`config.mk`:
```
export PLATFORM = sky130hd
export DESIGN_NAME = rgb_led_sequencer
export DESIGN_NICKNAME = d
export VERILOG_FILES = /design/src/rtl/rgb_led_pkg.sv /design/src/rtl/rgb_led_sequencer_btn_debounce.sv /design/src/rtl/rgb_led_sequencer.sv
export SDC_FILE = /design/constraint.sdc
export NUM_CORES = 1
export LEC_CHECK = 0
export CAP_MARGIN = 25
export CORE_MARGIN = 2
export CORE_UTILIZATION = 30
export CTS_CLUSTER_DIAMETER = 60
export DETAILED_ROUTE_END_ITERATION = 7
export GPL_TIMING_DRIVEN = 0
export SETUP_SLACK_MARGIN = 0.5
export SLEW_MARGIN = 20
export SYNTH_ARGS = -nofsm -noshare
export SYNTH_HDL_FRONTEND = slang
export SYNTH_HIERARCHICAL = 1
export SYNTH_SLANG_ARGS = --single-unit
```
`constraint.sdc`:
```
create_clock -name clk -period 1.9 [get_ports clk]
set_input_delay 0.38 -clock clk [delete_from_list [all_inputs] [get_ports clk]]
set_output_delay 0.38 -clock clk [all_outputs]
set_load 0.01 [all_outputs]
```
`src/rtl/rgb_led_pkg.sv`:
```
// RGB LED sequencer shared definitions.
// Colour codes, button indices and the brightness level restored at reset.
package rgb_led_pkg;

    localparam logic [2:0] BLACK   = 3'b000;
    localparam logic [2:0] BLUE    = 3'b001;
    localparam logic [2:0] GREEN   = 3'b010;
    localparam logic [2:0] CYAN    = 3'b011;
    localparam logic [2:0] RED     = 3'b100;
    localparam logic [2:0] MAGENTA = 3'b101;
    localparam logic [2:0] YELLOW  = 3'b110;
    localparam logic [2:0] WHITE   = 3'b111;

    localparam int BTN_LOAD = 0;
    localparam int BTN_NEXT = 1;
    localparam int BTN_DIM  = 2;
    localparam int BTN_CLR  = 3;

    localparam logic [1:0] LVL_RESET = 2'd3;

endpackage

```
`src/rtl/rgb_led_sequencer_btn_debounce.sv`:
```
// Button conditioning: 2-flop synchroniser, stability debouncer,
// and rising-edge detector producing a one-cycle press pulse.
module btn_debounce #(
    parameter int DEB_CNT = 1000000
) (
    input  logic clk,
    input  logic rst_n,
    input  logic btn_i,
    output logic press_o
);

    localparam int CW = (DEB_CNT > 1) ? $clog2(DEB_CNT) : 1;
    localparam logic [CW-1:0] LAST = CW'(DEB_CNT - 1);

    logic          s1_q, s2_q;
    logic          stab_q, stab_d;
    logic          prev_q;
    logic [CW-1:0] cnt_q, cnt_d;

    // Count consecutive disagreeing cycles; accept the new level on the last one.
    always_comb begin
        stab_d = stab_q;
        cnt_d  = '0;
        if (s2_q != stab_q) begin
            if (cnt_q == LAST) begin
                stab_d = s2_q;
            end else begin
                cnt_d = cnt_q + 1'b1;
            end
        end
    end

    // Synchroniser, debounce state and edge-detect history.
    always_ff @(posedge clk or negedge rst_n) begin
        if (!rst_n) begin
            s1_q   <= 1'b0;
            s2_q   <= 1'b0;
            stab_q <= 1'b0;
            cnt_q  <= '0;
            prev_q <= 1'b0;
        end else begin
            s1_q   <= btn_i;
            s2_q   <= s1_q;
            stab_q <= stab_d;
            cnt_q  <= cnt_d;
            prev_q <= stab_q;
        end
    end

    assign press_o = stab_q & ~prev_q;

endmodule

```
`src/rtl/rgb_led_sequencer.sv`:
```
// RGB LED sequencer: per-LED colour registers, selection, brightness
// level and a shared PWM driving registered colour outputs.
module rgb_led_sequencer
    import rgb_led_pkg::*;
#(
    parameter int N_LED   = 2,
    parameter int PWM_W   = 8,
    parameter int DEB_CNT = 1000000,
    localparam int SEL_W  = (N_LED > 1) ? $clog2(N_LED) : 1
) (
    input  logic             clk,
    input  logic             rst_n,
    input  logic [2:0]       sw,
    input  logic [3:0]       btn,
    output logic [N_LED-1:0] led_r,
    output logic [N_LED-1:0] led_g,
    output logic [N_LED-1:0] led_b,
    output logic [SEL_W-1:0] sel
);

    localparam logic [SEL_W-1:0] SEL_LAST = SEL_W'(N_LED - 1);

    logic [3:0]       press;
    logic [2:0]       col_q [N_LED];
    logic [2:0]       col_d [N_LED];
    logic [SEL_W-1:0] sel_q, sel_d;
    logic [1:0]       lvl_q, lvl_d;
    logic [PWM_W-1:0] cnt_q;
    logic [PWM_W:0]   thr;
    logic             pwm_on;
    logic [N_LED-1:0] r_q, g_q, b_q;

    for (genvar k = 0; k < 4; k++) begin : g_btn
        btn_debounce #(.DEB_CNT(DEB_CNT)) u_deb (
            .clk    (clk),
            .rst_n  (rst_n),
            .btn_i  (btn[k]),
            .press_o(press[k])
        );
    end

    // Clear beats load; load targets the selection before any increment.
    always_comb begin
        col_d = col_q;
        sel_d = sel_q;
        lvl_d = lvl_q + {1'b0, press[BTN_DIM]};
        if (press[BTN_CLR]) begin
            for (int i = 0; i < N_LED; i++) col_d[i] = BLACK;
        end else if (press[BTN_LOAD]) begin
            col_d[sel_q] = sw;
        end
        if (press[BTN_NEXT]) begin
            sel_d = (sel_q == SEL_LAST) ? '0 : sel_q + 1'b1;
        end
    end

    assign thr = ({{(PWM_W-1){1'b0}}, lvl_q} + {{PWM_W{1'b0}}, 1'b1})
                 << (PWM_W - 2);
    assign pwm_on = {1'b0, cnt_q} < thr;

    // Control registers, PWM counter and gated colour outputs.
    always_ff @(posedge clk or negedge rst_n) begin
        if (!rst_n) begin
            for (int i = 0; i < N_LED; i++) col_q[i] <= BLACK;
            sel_q <= '0;
            lvl_q <= LVL_RESET;
            cnt_q <= '0;
            r_q   <= '0;
            g_q   <= '0;
            b_q   <= '0;
        end else begin
            col_q <= col_d;
            sel_q <= sel_d;
            lvl_q <= lvl_d;
            cnt_q <= cnt_q + 1'b1;
            for (int i = 0; i < N_LED; i++) begin
                r_q[i] <= col_q[i][2] & pwm_on;
                g_q[i] <= col_q[i][1] & pwm_on;
                b_q[i] <= col_q[i][0] & pwm_on;
            end
        end
    end

    assign led_r = r_q;
    assign led_g = g_q;
    assign led_b = b_q;
    assign sel   = sel_q;

endmodule

```
==> qor.yml <==
cap_violations: 0
setup_viol: 0
slew_headroom: 0.640
powerDensity_nw_per_um2: 821
yosys-top-cells-area: "dfrtp_1, xor2_1, nor2_1"
power_frac_comb: 0.045
drive_gt1_frac: 0.430
dpl.hpwl_mm: 7.28
synth.distinct_cells: 29
rsz0062_at_grt: "true"
clkTransAtPathRegs_ns: 0.05
internal-power_uw: 5180
sequentialPowerShare: 0.400
yosysSeqAreaShare: 0.543
synth_top_area_frac: 0.534
clock-sinks: 119
worst_ep_required_time_ns: 2.20
grt_max_degree: 64
rows: 49
synth_fp_nets: 519
postSynthCellCount: 502
yosys_warnings: 6
tns_ns: 0
outcome: "completed"
grt_overflow: 0
route.detailed.drc: 0
cts-root-buf: "clkbuf_16"
nets: 637
layout.cells.non_filler: 862
synth-seq-cells: 119
critPathCaptureType: "flop"
period_share: 0.950
gp_congestion: 0.760
clk_latency_ns: 0.42
crit_fanout: 5
hold_violations: 0
antenna_found_initial: 0
ios: 16
hold_ws_ns: 0.348
clock_path_buffers: 2
routed_wl_mm: 13.6
cts_tree: "built"
htree_levels: 4
dieArea_um2: 19400
via_count: 4392
die_w_um: 139
slew_viol_final: 0
grt_pass1_wl_mm: 21.0
critical_path_class: "flop to flop"
fin_ws_ns: 0.0942
clkPwrFrac: 0.555
track_usage: 0.135
fin_skew_ns: 0.0119
crit_arrival_ns: 2.11
dp_slack_ns: -0.0620
postSynthAreaPerCell_um2: 10.9
vdd_drop_max_v: 0.000660
drt_iter0_drc: 271
area_growth_pct: 44.7
post_drt_wl_per_cell_um: 15.8
syn_area_um2: 5490
use_met2: 0.217
grt_pass1_vias: 4359
fmax_mhz: 554
die_y_um: 139
critPathLaunchType: "flop"
cts_buffers: 17
routed_via_density: 5.10
place_inst: 747
hold_path.class: "flop to flop"
port_buffers: 15
p_sw_uw: 1340
antenna_cells: 0
fin_crit_ns: 1.81
first_pass_iters: 5
worst_pin_slew_ns: 0.541
grtUsageMet1: 0.165
core-area_um2: 18000
grt.busiest_layer: "met2"
filler_cell_count: 1628
yosysTopAreaCell: "dfrtp_1"
postRouteAntennaNets: 0
swShare: 0.206
met3_usage: 0.0403
leakagePower_uw: 0.00337
start_util: 0.305
[flip-flops by register name, summed over array words and instances (netlist names), 2 cells and up]
name                cells
g_btn.u_deb/cnt_q      80
col_q                   6
led_b                   2
g_btn.u_deb/s2_q        4
lvl_q                   2
led_g                   2
g_btn.u_deb/stab_q      4
cnt_q                   8
g_btn.u_deb/s1_q        4
led_r                   2
g_btn.u_deb/prev_q      4
[through the flow]
step | utilization | area (um2) | power [uW]
after floorplan | - | 5720 | 2730
after global routing | 0.442 | 7940 | 6730
after CTS | 0.414 | 7440 | 6530
after detailed placement | 0.344 | 6180 | 2840
after global placement | 0.343 | 6150 | 2830
final | 0.442 | 7940 | 6520
[layout make-up]
class,count,area [um2],share of cell area
sequential,119,3000,0.377
timing repair buffer,99,846,0.107
multi-input combinational,368,2990,0.376
tap,229,287,0.0361
buffer,12,139,0.0175
clock inverter,11,194,0.0244
inverter,3,13.8,0.00173
clock buffer,21,480,0.0605
[synth_stat cells, drive strengths merged]
cell type and number:
nand4b 4, and3 18, ha 8, and4 16
buf 12, nand2b 1, o41ai 4, nor2 59
nor4b 8, nand2 36, nand4 4, o31ai 8
dfstp 2, or4 12, mux2i 3, or3 20
nor4 8, nor2b 10, o21ai 17, dfrtp 117
inv 3, nand3 40, a21oi 28, xnor2 25
mux2 4, xor2 35
[power groups by stage]
stage	Clock, uW	Combinational [uW]	Sequential (uW)
after global routing	3800	321	2610
after detailed placement	0	188	2650
final	3620	292	2610
after floorplan	0	81.0	2650
after CTS	3690	244	2600
after global placement	0	178	2650
[cell usage in the layout (no fill, tap or decap), types with 5 or more instances in the layout]
cell type	n
a21oi_1	9
a21oi_2	18
and3_1	13
and3_4	5
and4_1	11
buf_2	6
buf_4	66
buf_6	25
bufinv_16	5
clkbuf_16	17
clkdlybuf4s50_1	7
dfrtp_1	104
dfrtp_2	13
ha_4	6
nand2_1	32
nand3_1	29
nand3_4	7
nor2_1	22
nor2_2	32
nor2_4	5
nor2b_4	6
o21ai_0	15
o31ai_1	8
or3_1	17
or4_1	6
or4_4	6
xnor2_1	25
xor2_1	35
[logic make-up after synthesis]
logic type                 count (synthesis)  synth area share
buffers and inverters                     15            0.0130
muxes                                      7            0.0137
xor gates and xnor gates                  60            0.0958
and+or+nand+nor                          236             0.243
DFF                                      119             0.543
adders and majority gates                  8            0.0182
AOI/OAI and AO/OA                         57            0.0727
[layer usage]
metal	up-vias	wire length, um
met5	-	0
met4	0	247
met3	28	516
met2	103	6970
met1	2225	5880
li1	2036	-
[final timing paths]
check | start | end | slack, ns | depth (start not counted)
max | g_btn[3].u_deb/cnt_q[15] | g_btn[3].u_deb/cnt_q[16] | 0.09 | 7
min in group asynchronous | rst_n | g_btn[0].u_deb/cnt_q[15] | 0.49 | 2
min | g_btn[3].u_deb/s1_q | g_btn[3].u_deb/s2_q | 0.35 | 0
max reg2reg | g_btn[3].u_deb/cnt_q[15] | g_btn[3].u_deb/cnt_q[16] | 0.09 | 7
max in group asynchronous | rst_n | sel | 0.70 | 3
min reg2reg | g_btn[3].u_deb/s1_q | g_btn[3].u_deb/s2_q | 0.35 | 0
[critical path: stages (launching register included)]
cell and delay (ns):
dfrtp_1 0.41, nor4b_2 0.28, nand2_1 0.15, buf_6 0.15
o41ai_4 0.33, buf_6 0.17, buf_8 0.14, a21oi_1 0.05
[what timing repair did]
action                                  CTS  global route
resized for setup                        72            98
endpoints found under the setup margin   97            97
setup buffers                            51            25
gates cloned                              4             2
pin swaps                                21            26
endpoints found under the hold margin    54             0
hold buffers                              1             0
(Power assumes the default switching activity.)
